[config.mk]
export PLATFORM = sky130hd
export DESIGN_NAME = floppy_rom_arbiter
export DESIGN_NICKNAME = d
export VERILOG_FILES = /design/src/rtl/floppy_rom_arbiter.sv
export SDC_FILE = /design/constraint.sdc
export NUM_CORES = 1
export LEC_CHECK = 0
export ABC_CLOCK_PERIOD_IN_PS = 1600
export BUFFER_PORTS_ARGS = -buffer_cell sky130_fd_sc_hd__buf_2
export CORE_MARGIN = 8
export CORE_UTILIZATION = 45
export CTS_BUF_LIST = sky130_fd_sc_hd__clkbuf_4 sky130_fd_sc_hd__clkbuf_8
export DETAILED_ROUTE_END_ITERATION = 7
export GPL_TIMING_DRIVEN = 0
export PLACE_DENSITY = 0.78
export SLEW_MARGIN = 20
export SYNTH_ARGS = -nofsm -noshare
export SYNTH_HDL_FRONTEND = slang
export SYNTH_SLANG_ARGS = --single-unit
[constraint.sdc]
create_clock -name clk -period 1.6 [get_ports clk]
set_clock_uncertainty 0.1 [all_clocks]
set_input_delay 0.16 -clock clk [delete_from_list [all_inputs] [get_ports clk]]
set_output_delay 0.16 -clock clk [all_outputs]
set_load 0.01 [all_outputs]
[src/rtl/floppy_rom_arbiter.sv]
// Round-robin arbiter sharing the disk-image ROM read port between the
// internal (requester 0) and external (requester 1) floppy drive models.
// One memory transaction runs at a time; a watchdog aborts a transaction
// whose memory ack never arrives and returns 8'hFF to the drive instead.
module floppy_rom_arbiter #(
  parameter int unsigned ADDR_WIDTH = 22,
  parameter int unsigned TIMEOUT    = 255
) (
  input  logic                  clk,
  input  logic                  _reset,
  // Internal drive
  input  logic                  req0Valid,
  input  logic [ADDR_WIDTH-1:0] req0Addr,
  output logic                  req0Ack,
  output logic [7:0]            req0Data,
  // External drive
  input  logic                  req1Valid,
  input  logic [ADDR_WIDTH-1:0] req1Addr,
  output logic                  req1Ack,
  output logic [7:0]            req1Data,
  // Disk-image memory read port
  output logic                  memReq,
  output logic [ADDR_WIDTH-1:0] memAddr,
  input  logic                  memAck,
  input  logic [7:0]            memData,
  // Status
  output logic                  busy,
  output logic                  owner,
  output logic                  timeoutErr
);

  localparam logic [1:0] IDLE = 2'd0;
  localparam logic [1:0] WAIT = 2'd1;
  localparam logic [1:0] RESP = 2'd2;

  localparam int unsigned    CntW    = $clog2(TIMEOUT) + 1;
  localparam logic [CntW-1:0] CntLast = CntW'(TIMEOUT - 1);

  logic [1:0]            state_q,      state_d;
  logic                  mem_req_q,    mem_req_d;
  logic [ADDR_WIDTH-1:0] mem_addr_q,   mem_addr_d;
  logic                  owner_q,      owner_d;
  logic                  last_grant_q, last_grant_d;
  logic [CntW-1:0]       cnt_q,        cnt_d;
  logic                  ack0_q,       ack0_d;
  logic                  ack1_q,       ack1_d;
  logic [7:0]            data0_q,      data0_d;
  logic [7:0]            data1_q,      data1_d;
  logic                  tmo_q,        tmo_d;

  logic                  any_valid;
  logic                  grantee;
  logic                  owner_valid;
  logic                  finish;
  logic [7:0]            resp_data;

  // Grant selection: a lone requester wins; on a tie, the one not served last wins.
  always_comb begin
    any_valid   = req0Valid | req1Valid;
    grantee     = (req0Valid && req1Valid) ? ~last_grant_q : req1Valid;
    owner_valid = owner_q ? req1Valid : req0Valid;
  end

  // Next-state logic for the IDLE -> WAIT -> RESP transaction sequence.
  always_comb begin
    state_d      = state_q;
    mem_req_d    = mem_req_q;
    mem_addr_d   = mem_addr_q;
    owner_d      = owner_q;
    last_grant_d = last_grant_q;
    cnt_d        = cnt_q;
    ack0_d       = 1'b0;
    ack1_d       = 1'b0;
    data0_d      = data0_q;
    data1_d      = data1_q;
    tmo_d        = 1'b0;
    finish       = 1'b0;
    resp_data    = 8'h00;

    case (state_q)
      IDLE: begin
        if (any_valid) begin
          owner_d      = grantee;
          last_grant_d = grantee;
          mem_addr_d   = grantee ? req1Addr : req0Addr;
          mem_req_d    = 1'b1;
          cnt_d        = '0;
          state_d      = WAIT;
        end
      end

      WAIT: begin
        // A real ack always beats the watchdog, even on the final count.
        if (memAck) begin
          finish    = 1'b1;
          resp_data = memData;
        end else if (cnt_q == CntLast) begin
          finish    = 1'b1;
          resp_data = 8'hFF;
          tmo_d     = 1'b1;
        end else begin
          cnt_d = cnt_q + 1'b1;
        end

        if (finish) begin
          mem_req_d = 1'b0;
          state_d   = RESP;
          // The ack and data registers are loaded on entry to RESP so that both
          // are visible together for the whole RESP cycle. An owner that has
          // already dropped its request gets nothing and keeps its old byte.
          if (owner_valid) begin
            if (owner_q) begin
              ack1_d  = 1'b1;
              data1_d = resp_data;
            end else begin
              ack0_d  = 1'b1;
              data0_d = resp_data;
            end
          end
        end
      end

      RESP: begin
        // Mandatory idle cycle follows; late memory acks are ignored here.
        state_d = IDLE;
      end

      default: begin
        state_d   = IDLE;
        mem_req_d = 1'b0;
      end
    endcase
  end

  // State registers; reset drops memReq immediately and loses any transaction.
  always_ff @(posedge clk or negedge _reset) begin
    if (!_reset) begin
      state_q      <= IDLE;
      mem_req_q    <= 1'b0;
      mem_addr_q   <= '0;
      owner_q      <= 1'b0;
      last_grant_q <= 1'b1;
      cnt_q        <= '0;
      ack0_q       <= 1'b0;
      ack1_q       <= 1'b0;
      data0_q      <= 8'h00;
      data1_q      <= 8'h00;
      tmo_q        <= 1'b0;
    end else begin
      state_q      <= state_d;
      mem_req_q    <= mem_req_d;
      mem_addr_q   <= mem_addr_d;
      owner_q      <= owner_d;
      last_grant_q <= last_grant_d;
      cnt_q        <= cnt_d;
      ack0_q       <= ack0_d;
      ack1_q       <= ack1_d;
      data0_q      <= data0_d;
      data1_q      <= data1_d;
      tmo_q        <= tmo_d;
    end
  end

  // Output mapping.
  always_comb begin
    memReq     = mem_req_q;
    memAddr    = mem_addr_q;
    req0Ack    = ack0_q;
    req1Ack    = ack1_q;
    req0Data   = data0_q;
    req1Data   = data1_q;
    owner      = owner_q;
    timeoutErr = tmo_q;
    busy       = (state_q != IDLE);
  end

endmodule

# Yosys cells after proc, flatten, opt, wreduce, memory -nomap -nowiden
# Cells that the tools add are included.
# classes
addsub,1
multipliers,0
div,0
magnitude_cmp,0
eq_ne,7
shift,0
mux,28
bitwise,4
n_reduce_logical,10
# ops
cell,n
$mux W9,3
$mux W22,1
$pmux W9 S2,1
$mux W1,17
$mux W8,2
$reduce_and A4 Y1,3
$add A9 B1 Y9 const B,1
$eq A9 B8 Y1 const B,1
$ne A2 B2 Y1 const B,4
$mux W2,2
$pmux W2 S2,1
$reduce_and A2 Y1,2
$reduce_bool A2 Y1,2
$not A1 Y1,3
$pmux W1 S3,1
$reduce_and A3 Y1,1
$eq A2 B1 Y1 const B,1
$eq A2 B2 Y1 const B,1
$logic_not A2 Y1,1
$logic_and A1 B1 Y1,1
$or A1 B1 Y1,1
# totals
reg_bits,55
latch_bits,0
mem_bits_rw,0
mem_bits_ro,0
elab_cells,61
n_memories,0

# Longest topological paths before layout
# Gate-level depths: netlist (run 1).
# depth
depth_word,6
mapped_depth,7
depth_no_buf,6

# Least setup slack after synthesis (run 1)
# No wires, ideal clock.
# synth_timing
path_type,reg-to-reg
from,reg cnt_q[0]
to,reg cnt_q[7]
arrival_time_ns,1.437
setup_slack_ns,-0.061
stages_incl_launch_ff,8
period_less_slack_ns,1.661
path_cell_list,dfrtp_1 > inv_1 > ha_1 > and4b_4 > a211oi_4 > buf_6 > nand4_1 > mux2i_1
# synth_via
elab_chain_len,4
word_cells_on_any_way,7
# synth_lines
item,line,rtl
"start, declared",44,"logic [CntW-1:0] cnt_q, cnt_d;"
"start signal, assigned",155,cnt_q <= cnt_d;
$add A9 B1 Y9,102,cnt_d = cnt_q + 1'b1;
$mux W9,97,end else if (cnt_q == CntLast) begin
$mux W9,94,if (memAck) begin
$pmux W9 S2,80,case (state_q)
# Several ways; a longest one is shown, not always the timed one. The select of a mux whose other input is x is not followed.
# A chain may end at the register's enable or synchronous reset.

# Final worst setup path (run 1)
# layout_timing
from,reg cnt_q[1]
to,reg cnt_q[1]
# The elaborated chain is that of the path after synthesis.

==> key figures, run 1 <==
Status
  – Status: finished, violations left
  – Failing checks: setup timing

Worst setup path
  – CP Depth: 7
  – Crit path buffers/inverters: 2
  – Cell Chain, Critical Path: ha_4 > and4b_4 > a211oi_4 > buf_6 > buf_4 > nand3b_1 > o21ai_1
  – FF-to-FF path depth: 7
  – Crit path DAT: 1.88 ns
  – Crit Path Category: reg2reg
  – Critical path origin: cnt_q[1]
  – Reg-to-Reg End: cnt_q[1]
  – Critical Path Source Type: register
  – Crit-path max cell delay: 0.42 ns
  – CP delay by family, top: flip-flops
  – Flop2flop setup slack: -0.16 ns
  – Critical path endpoint category: register
  – Critical path data required time: 1.72 ns
  – Worst Setup EP: cnt_q[1]
  – R2R Path Start: cnt_q[1]
  – CP max FO: 7
  – CP max stage cell: dfrtp_1

Timing
  – Setup TNS: -1.92 ns
  – Worst Setup Slack, final: -0.159 ns
  – Crit share post-route: 110%
  – Rel. slew slack: 53.6%
  – Final hold violation count: 0
  – Fin. max-slew vios: 0
  – Final setup vio count: 25
  – Fmax: 568 MHz
  – RSZ-0062 raised after global routing: true
  – Worst-Margin Slew: 0.696 ns
  – Minimum clock period: 1.76 ns

Finish
  – Fin util: 66.0%
  – Area growth syn-to-layout: 44.2%
  – Post-route insts no fill: 417
  – NumNets Final: 403
  – Number of diodes: 0
  – Layout cells sized above 1: 47.0%

Synth
  – Mux cell area share after synthesis: 9.66%
  – Area share of xor/xnor cells in the synthesized design: 0%
  – Syn nets: 275
  – Ys Warns: 0
  – Mapped Cells: 216
  – Synth top area share: 54.3%
  – Top FF cell, synth: dfrtp_1
  – #FFs+latches synth: 55
  – Post-synthesis sequential area ratio: 55.4%
  – Post-Synth Adder-Cell Area: 1.01%
  – Cell variety after synth: 36
  – Post-synthesis compound-gate area fraction: 17.4%
  – Synth top area cells: dfrtp_1 54%, mux2i_1 9.7%, nand2_1 5.3%
  – Simple-gate share of the synthesized area: 12.2%
  – Synthesized cell area: 0.00249 mm^2
  – Area leader, netlist: dfrtp_1
  – Largest family of logic cells by synthesized area: compound AO/OA/AOI/OAI gates
  – Post-synth EDFFs: 0
  – Syn_area_per_cell: 11.5 um^2
  – Ys async rst share: 100%

Min path
  – Hold path depth: 3
  – Worst Hold Class: in2reg

Detailed routing
  – DRC violation count after routing: 0
  – Vias post-DR: 2203
  – Antenna Violating Nets Remaining: 0
  – Wirelength, routed: 7200 um
  – First-pass DRT Iterations: 4
  – Initial DRC Count: 83
  – Via density: 5.28
  – Routed wire per std cell: 17.3 um

Power and ir drop
  – Power Dens Cells: 1680 mW/mm^2
  – Leakage: 0.00174 uW
  – Max IR drop VDD: 0.000810 V

GRT
  – GR Util All Layers: 17.0%
  – Antenna violations before repair: 0
  – Grt ovf: 0
  – Number of global-route vias before repair: 2410
  – Pin count of the biggest net entering global routing: 56
  – First-pass GRT wire length: 11500 um

Placed design
  – Worst slack at placement: -0.189 ns
  – Placed insts: 388
  – HPWL after DPL: 4920 um
  – Port Buffers: 100
  – Routability cong.: 0.815

Clock tree
  – Clk_lat worst skew: 0.32 ns
  – Clock sinks: 55
  – CTS root buffer: clkbuf_8
  – H-tree depth: 2
  – CTS Buffer Depth: 2
  – TritonCTS Buffers: 5
  – CTS tree: built
  – Clock-pin slew on the worst setup and hold paths: 0.11 ns

Die
  – Core area: 0.00544 mm^2
  – Rows: 27
  – Die Ht: 90.3 um
  – Die Area: 0.00816 mm^2
  – Initial Util: 45.7%
  – DIE WIDTH: 90.3 um
  – # IOs: 101

Job
  – Max-Cap Viols: 0
stage by stage:
stage	hold WS, ns	total power, uW	area, um^2
finish	0.0144	6040	3590
global route	0.0315	6430	3590
CTS	0.00379	5710	3410
detailed placement	0.151	4710	3080
global placement	0.321	4610	3080
floorplan	-0.236	3690	2490
metal layers:
layer,vias to the layer above,wire length [um],track usage [%]
met3,13,588,6.82
li1,1034,-,-
met5,-,0,0
met2,98,3500,29.4
met1,1058,3000,18.5
met4,0,106,5.27
layout by cell type (no fill, tap or decap), types with 2 or more instances in the layout:
master         Yosys  routed
buf_2              5     102
dfrtp_1           54      54
nand2_1           35      33
mux2i_1           24      24
o21ai_0           25      16
buf_6              5      11
o21ai_1            1      10
buf_4              0       9
o32a_4             0       8
o32a_1             8       8
dlygate4sd3_1      0       7
clkbuf_8           0       5
nor2_1             4       4
a21oi_1            5       4
inv_1              4       3
nand3_1            4       3
or2_1              3       2
nand2b_1           2       2
nor3_1             2       2
nor3_4             2       2
buf_8              0       2
nand2_2            0       2
clkbuf_4           0       2
nand3b_1           2       2
o21a_1             2       2
worst min-delay path by stage:
stage / slack [ns] / from / endpoint
after detailed placement: 0.15 / _reset / memAddr[9]
after global placement: 0.32 / memData[2] / req0Data[2]
final: 0.01 / req0Addr[12] / memAddr[12]
after global routing: 0.03 / memAck / timeoutErr
after CTS: 0.004 / memData[4] / req0Data[4]
after floorplan: -0.24 / _reset / cnt_q[0]
final cells by class:
cell class	count	area, um^2
buffer	12	105
clock buffer	6	76.3
clock inverter	2	16.3
fill	438	1850
inverter	4	15.0
multi-input combinational	144	1170
sequential	55	1380
tap	72	90.1
timing repair buffer	122	733
power breakdown:
part | total, uW | internal, uW | switching (uW)
clock network | 801 | 333 | 468
logic | 2890 | 1410 | 1490
registers | 2350 | 1970 | 375
total | 6040 | 3710 | 2330
kinds of logic (layout without fill, tap and decap cells):
family | Yosys count | after routing
muxes | 24 | 24
buffers and inverters | 17 | 146
DFF | 55 | 55
and+or+nand+nor | 60 | 60
adders and majority gates | 2 | 2
AOI/OAI and AO/OA | 58 | 58
repair_timing:
item	CTS	global route
endpoints found under the setup margin	53	44
resized for setup	19	28
cloned	0	1
pin swaps	14	17
setup buffers	12	2
endpoints found under the hold margin	62	0
hold buffers	7	0
worst min-delay path, cell delays in order:
cell	delay, ns
buf_2	0.07
mux2i_1	0.05
o21ai_1	0.10
cells in the mapped netlist, drive strengths merged, types with 2 or more instances:
cell,number
or2,3
buf,11
ha,2
inv,4
mux2i,24
nand3b,2
a21oi,6
a21boi,2
clkbuf,2
nand3,4
dfrtp,54
a31oi,2
o21ai,26
and3,2
nor3,4
nand2b,2
nand2,35
o32a,16
nor2,4
o21a,2
sequential cells by signal, indices dropped and copies added, names as in the netlist:
register / cells
memReq: 1
timeoutErr: 1
req1Ack: 1
req1Data: 8
last_grant_q: 1
req0Data: 8
cnt_q: 9
state_q: 2
owner: 1
memAddr: 22
req0Ack: 1
No activity file was read; power rests on OpenSTA's default activity.
==> inputs of run 2 (changes only) <==
- CELL_PAD_IN_SITES_DETAIL_PLACEMENT: default -> 1
- CELL_PAD_IN_SITES_GLOBAL_PLACEMENT: default -> 2
- CORE_ASPECT_RATIO: default -> 0.75
- CORE_UTILIZATION: 45 -> 27
- PLACE_DENSITY: 0.78 -> default
- PLACE_DENSITY_LB_ADDON: default -> 0.1
==> run 2 against run 1 <==
The flow still finishes with violations (setup timing). Cell count grew 10%. Non-clock buffer count grew 2. Register-to-register slack gained 0.07 ns. Sequential power shrank 2%. Worst hold slack lost 0.012 ns. First-iteration DRC count shrank 54%. Via count shrank 2.0%. Routed wire length grew 10%. Sequential share of layout area shrank 0.12 points. Clock power grew 23%. Die area grew 54%.
==> key figures, run 2 (synthesized netlist as in run 1, its figures left out) <==
Power and ir drop
  – Int Pwr: 3810 uW (+2.6%)
  – Leakage: 0.00176 uW (+0.72%)
  – Sw Share: 38.1% (-0.47 points)
  – Power Dens Cells: 1710 mW/mm^2 (+1.5%)
  – Max IR drop VDD: 0.000512 V (-37%)
  – P_sw: 2340 uW (+0.58%)
  – Gate power share: 46.4% (-1.5 points)
  – Clock network power share: 16.1% (+2.8 points)
  – Sequential share of power: 37.5% (-1.4 points)

Clock tree
  – Clk_lat worst skew: 0.32 ns (about the same)
  – Clock sinks: 55 (unchanged)
  – CTS tree: built
  – CTS Buffer Depth: 2 (unchanged)
  – H-tree depth: 2 (unchanged)
  – CTS root buffer: clkbuf_8
  – TritonCTS Buffers: 5 (unchanged)
  – Clock-pin slew on the worst setup and hold paths: 0.11 ns (about the same)

Worst setup path
  – Critical Path Source Type: register
  – Crit Path Category: reg2reg
  – CP max FO: 7 (unchanged)
  – CP max stage cell: dfrtp_1
  – Critical path endpoint category: register
  – Critical path data required time: 1.75 ns (+0.03 ns)
  – Cell Chain, Critical Path: inv_1 > ha_2 > and4b_4 > a211oi_4 > or2_1 > buf_6 > a31oi_1
  – CP delay by family, top: simple AND/OR/NAND/NOR gates
  – Crit-path max cell delay: 0.40 ns (-0.02 ns)
  – Crit path DAT: 1.83 ns (-0.05 ns)
  – Crit path buffers/inverters: 2 (unchanged)

Job
  – Max-Cap Viols: 0 (unchanged)

Timing
  – Rel. slew slack: 50.9% (-2.7 points)
  – Setup TNS: -1.18 ns (+0.735 ns)
  – Final setup vio count: 23 (-8.0%)
  – Fin. max-slew vios: 0 (unchanged)
  – RSZ-0062 raised after global routing: true
  – Fmax: 593 MHz (+4.2%)
  – Worst-Margin Slew: 0.736 ns (+0.0403 ns)
  – Final hold violation count: 0 (unchanged)
  – Worst Setup Slack, final: -0.0877 ns (+0.0715 ns)
  – Minimum clock period: 1.69 ns (-0.0715 ns)
  – Crit share post-route: 105% (-4.5 points)

Finish
  – Fin util: 39.9% (-26 points)
  – Commonest non-fill, non-tap cell in the layout: buf_2
  – Max reg flops: 22 (unchanged)
  – Number of diodes: 0 (unchanged)
  – Layout cells sized above 1: 45.8% (-1.1 points)
  – Most frequent cells in the layout: 100 x buf_2, 54 x dfrtp_1, 32 x nand2_1
  – Area growth syn-to-layout: 44.7%
  – FF/Latch Area: 0.00138 mm^2 (unchanged)
  – NumNets Final: 405 (+0.50%)
  – Multi-input gate area: 0.00108 mm^2 (-7.6%)
  – Fillers: 1019 (+130%)

Placed design
  – Port Buffers: 100 (unchanged)
  – Routability cong.: 0.711 (-13%)
  – HPWL after DPL: 5650 um (+15%)

Detailed routing
  – Routed wire per std cell: 17.3 um (about the same)
  – DRC violation count after routing: 0 (unchanged)
  – Vias post-DR: 2160 (-2.0%)
  – First-pass DRT Iterations: 4 (unchanged)
  – Wirelength, routed: 7930 um (+10%)
  – Antenna Violating Nets Remaining: 0 (unchanged)
  – Via density: 4.71 (-11%)
  – Initial DRC Count: 38 (-54%)

Die
  – # IOs: 101 (unchanged)
  – Rows: 30 (+11%)
  – Die Area: 0.0126 mm^2 (+54%)
  – Core area: 0.00901 mm^2 (+66%)
  – Die Ht: 99.1 um (+9.7%)
  – DIE WIDTH: 127 um (+40%)
  – Initial Util: 27.6% (-18 points)

Status
  – Status: finished, violations left
  – Failing checks: setup timing

Min path
  – Worst Hold Class: in2reg

GRT
  – GR Util All Layers: 12.5% (-4.5 points)
  – Antenna violations before repair: 0 (unchanged)
  – Number of global-route vias before repair: 2333 (-3.2%)
  – Grt ovf: 0 (unchanged)
  – Pin count of the biggest net entering global routing: 56 (unchanged)
  – First-pass GRT wire length: 12600 um (+9.9%)
[run 2: changes by cell type in the layout (fill, tap and decap cells not counted), moves of 2 or more]
cell,delta
o21ai_1,+6
o21ai_0,-7
buf_2,-2
buf_6,-3
o32a_2,+4
buf_4,+4
dlygate4sd3_1,+2
o32a_4,-4
[run 2: worst min-delay path: stages]
cell and delay (ns):
buf_2 0.07, mux2i_1 0.05, o21ai_1 0.11
[run 2: worst paths after layout]
kind                                   end  depth (start not counted)  slack, ns         from
worst max-delay path              cnt_q[5]                          7      -0.09     cnt_q[0]
worst min-delay path            memAddr[7]                          3      0.003  req0Addr[7]
worst max register to register    cnt_q[5]                          7      -0.09     cnt_q[0]
worst min register to register  memAddr[0]                          2       0.38   memAddr[0]
max in group asynchronous       timeoutErr                          2       0.58       _reset
min in group asynchronous         cnt_q[6]                          2       0.32       _reset
[run 2: metrics by stage]
step | power (uW) | worst slack, ns | std cells | cell area, um^2 | hold slack (ns)
floorplan | 3690 | -0.00168 | 216 | 2490 | -0.236
global placement | 4720 | -0.213 | 428 | 3130 | 0.322
detailed placement | 4780 | -0.222 | 428 | 3130 | 0.183
CTS | 5950 | -0.107 | 453 | 3440 | 0.00000208
global route | 6630 | -0.190 | 459 | 3600 | 0.000964
finish | 6150 | -0.0877 | 459 | 3600 | 0.00288
[run 2: power groups by stage]
stage	combinational (uW)	clock [uW]	sequential, uW
after CTS	2630	1040	2280
after floorplan	1140	0	2550
after global placement	2410	0	2310
after global routing	3150	1090	2390
final	2860	988	2310
after detailed placement	2450	0	2330
[run 2: layout make-up]
cell class	instances	share of cell area (%)
Sequential cell	55	38.3
Multi-Input combinational cell	144	30.1
Timing Repair Buffer	124	21.0
Tap cell	112	3.89
Buffer	12	3.06
Clock buffer	5	1.91
Clock inverter	3	1.32
Inverter	4	0.417
[run 2: routing by layer]
metal	track usage, %	part of all wire [%]
met4	3.56	0.98
met5	0	0
met3	3.96	6.1
met2	18.5	44
met1	17.0	49
[run 2: what timing repair did]
action	4_1_cts	5_1_grt
buffers inserted	9	5
pin swaps	12	7
setup endpoints to repair	53	51
cloned	0	1
hold buffers	9	0
gates resized for setup	17	28
hold endpoints to repair	67	0
==> inputs of run 3 (changes only) <==
- SETUP_SLACK_MARGIN: default -> 0.05
==> run 3 against run 2 <==
Sequential cell count is the same. Worst setup slack lost 0.044 ns. The run still ends with setup timing left. Non-clock buffer count increased by 6. Highest routed layer unchanged.
==> key figures, run 3 (synthesized netlist as in run 1, its figures left out) <==
Worst setup path
  – Crit path DAT: 1.86 ns (+0.03 ns)
  – Cell Chain, Critical Path: inv_1 > ha_2 > and4b_4 > a211oi_4 > buf_6 > a41oi_1 > a31oi_2
  – Critical Path Source Type: register
  – Critical path endpoint category: register
  – Critical path data required time: 1.73 ns (-0.02 ns)
  – Crit-path max cell delay: 0.38 ns (-0.02 ns)
  – CP max stage cell: dfrtp_1
  – FF-to-FF path depth: 7 (unchanged)
  – Crit Path Category: reg2reg
  – CP max FO: 10 (+3)

Finish
  – Number of diodes: 0 (unchanged)
  – Layout cells sized above 1: 59.2% (+13 points)
  – Max reg flops: 22 (unchanged)
  – Fillers: 1009 (-0.98%)
  – Multi-input gate area: 0.00127 mm^2 (+17%)
  – NumNets Final: 411 (+1.5%)
  – FF/Latch Area: 0.00138 mm^2 (unchanged)
  – Fin util: 43.6% (+3.6 points)
  – Commonest non-fill, non-tap cell in the layout: buf_2
  – Area growth syn-to-layout: 57.7%
  – Most frequent cells in the layout: 98 x buf_2, 54 x dfrtp_1, 24 x mux2i_1
  – Post-route insts no fill: 465 (+1.3%)

Status
  – Status: finished, violations left
  – Failing checks: setup timing

Timing
  – Final setup vio count: 26 (+13%)
  – Worst-Margin Slew: 0.728 ns (-0.00831 ns)
  – Fmax: 577 MHz (-2.5%)
  – Rel. slew slack: 51.5% (+0.55 points)
  – Crit share post-route: 108% (+2.8 points)
  – Minimum clock period: 1.73 ns (+0.0440 ns)
  – Fin. max-slew vios: 0 (unchanged)
  – Final hold violation count: 0 (unchanged)
  – RSZ-0062 raised after global routing: true
  – Worst Setup Slack, final: -0.132 ns (-0.0440 ns)

Clock tree
  – H-tree depth: 2 (unchanged)
  – Clock sinks: 55 (unchanged)
  – Clock-pin slew on the worst setup and hold paths: 0.12 ns (about the same)
  – Clk_lat worst skew: 0.32 ns (about the same)
  – CTS tree: built
  – CTS Buffer Depth: 2 (unchanged)
  – CTS root buffer: clkbuf_8
  – TritonCTS Buffers: 5 (unchanged)

Placed design
  – HPWL after DPL: 5810 um (+2.8%)
  – Port Buffers: 100 (unchanged)
  – Routability cong.: 0.686 (-3.6%)
  – Placed insts: 428 (unchanged)

Detailed routing
  – Initial DRC Count: 130 (+240%)
  – Wirelength, routed: 8240 um (+3.9%)
  – Routed wire per std cell: 17.7 um (+2.5%)
  – First-pass DRT Iterations: 4 (unchanged)
  – Antenna Violating Nets Remaining: 0 (unchanged)
  – DRC violation count after routing: 0 (unchanged)
  – Via density: 4.75 (+0.90%)
  – Vias post-DR: 2208 (+2.2%)

GRT
  – Number of global-route vias before repair: 2386 (+2.3%)
  – GR Util All Layers: 13.1% (+0.57 points)
  – First-pass GRT wire length: 13300 um (+5.2%)
  – Grt ovf: 0 (unchanged)
  – Antenna violations before repair: 0 (unchanged)
  – Pin count of the biggest net entering global routing: 56 (unchanged)

Power and ir drop
  – Clock network power share: 13.9% (-2.2 points)
  – P_sw: 2750 uW (+17%)
  – Gate power share: 51.9% (+5.5 points)
  – Max IR drop VDD: 0.000563 V (+9.9%)
  – Sw Share: 39.1% (+0.99 points)
  – Power Dens Cells: 1790 mW/mm^2 (+4.8%)
  – Sequential share of power: 34.3% (-3.2 points)
  – Int Pwr: 4280 uW (+12%)
  – Leakage: 0.00190 uW (+8.1%)

Die
  – Core area: 0.00901 mm^2 (unchanged)
  – Die Ht: 99.1 um (unchanged)
  – # IOs: 101 (unchanged)
  – Rows: 30 (unchanged)
  – DIE WIDTH: 127 um (unchanged)
  – Die Area: 0.0126 mm^2 (unchanged)
  – Initial Util: 27.6% (unchanged)

Min path
  – Worst Hold Class: in2reg
  – Hold path depth: 2 (-1)

Job
  – Max-Cap Viols: 0 (unchanged)
## run 3: cell type report
type,instances,area share (%)
flip-flops and latches,55,35.1
multi-input cells,144,32.4
repair buffers,130,22.1
well taps,112,3.57
plain buffers,12,3.54
clock buffers,5,1.75
clock inverters,3,1.18
inverters,4,0.383
## run 3: metrics by stage
stage / cell area (um^2) / power [uW] / TNS (ns) / hold WS (ns) / setup slack [ns]
after floorplan: 2490 / 3710 / -0.00145 / -0.236 / -0.00127
after global placement: 3130 / 4740 / -4.08 / 0.324 / -0.194
after detailed placement: 3140 / 4790 / -5.11 / 0.172 / -0.230
after CTS: 3680 / 6660 / -2.00 / 0.000937 / -0.117
after global routing: 3920 / 7530 / -3.64 / 0.00660 / -0.205
final: 3920 / 7030 / -1.62 / 0.00640 / -0.132
## run 3: repair_timing
item / CTS / global route
cloned: 5 / 0
endpoints found under the hold margin: 61 / 2
resized for setup: 68 / 59
endpoints found under the setup margin: 53 / 54
pin swaps: 19 / 25
setup buffers: 14 / 6
hold buffers: 6 / 2
## run 3: final timing paths
path	slack, ns	endpoint	start
max	-0.13	cnt_q[6]	cnt_q[0]
min	0.006	req0Data[5]	memData[5]
max reg2reg	-0.13	cnt_q[6]	cnt_q[0]
min reg2reg	0.40	last_grant_q	last_grant_q
max in group asynchronous	0.57	cnt_q[2]	_reset
min in group asynchronous	0.33	req0Data[5]	_reset
## run 3: power groups by stage
| stage | Combinational (uW) | Sequential [uW] | Clock, uW |
|---|---|---|---|
| global placement | 2430 | 2320 | 0 |
| global route | 3970 | 2490 | 1070 |
| floorplan | 1170 | 2550 | 0 |
| detailed placement | 2460 | 2320 | 0 |
| CTS | 3340 | 2310 | 1010 |
| finish | 3650 | 2410 | 974 |
## run 3: critical path: cells and delay by family (launching register included)
kind                       cells  cell delay [ns]
buffers and inverters          2             0.23
AOI/OAI and AO/OA              3             0.55
and+or+nand+nor                1             0.21
adders and majority gates      1             0.17
DFF                            1             0.38
## run 3: routing by layer
metal	vias up	global-route usage, %	wire, um
met1	1087	18.0	4030
met3	5	3.69	520
li1	1052	-	-
met4	0	2.73	48
met2	64	19.9	3640
met5	-	0	0
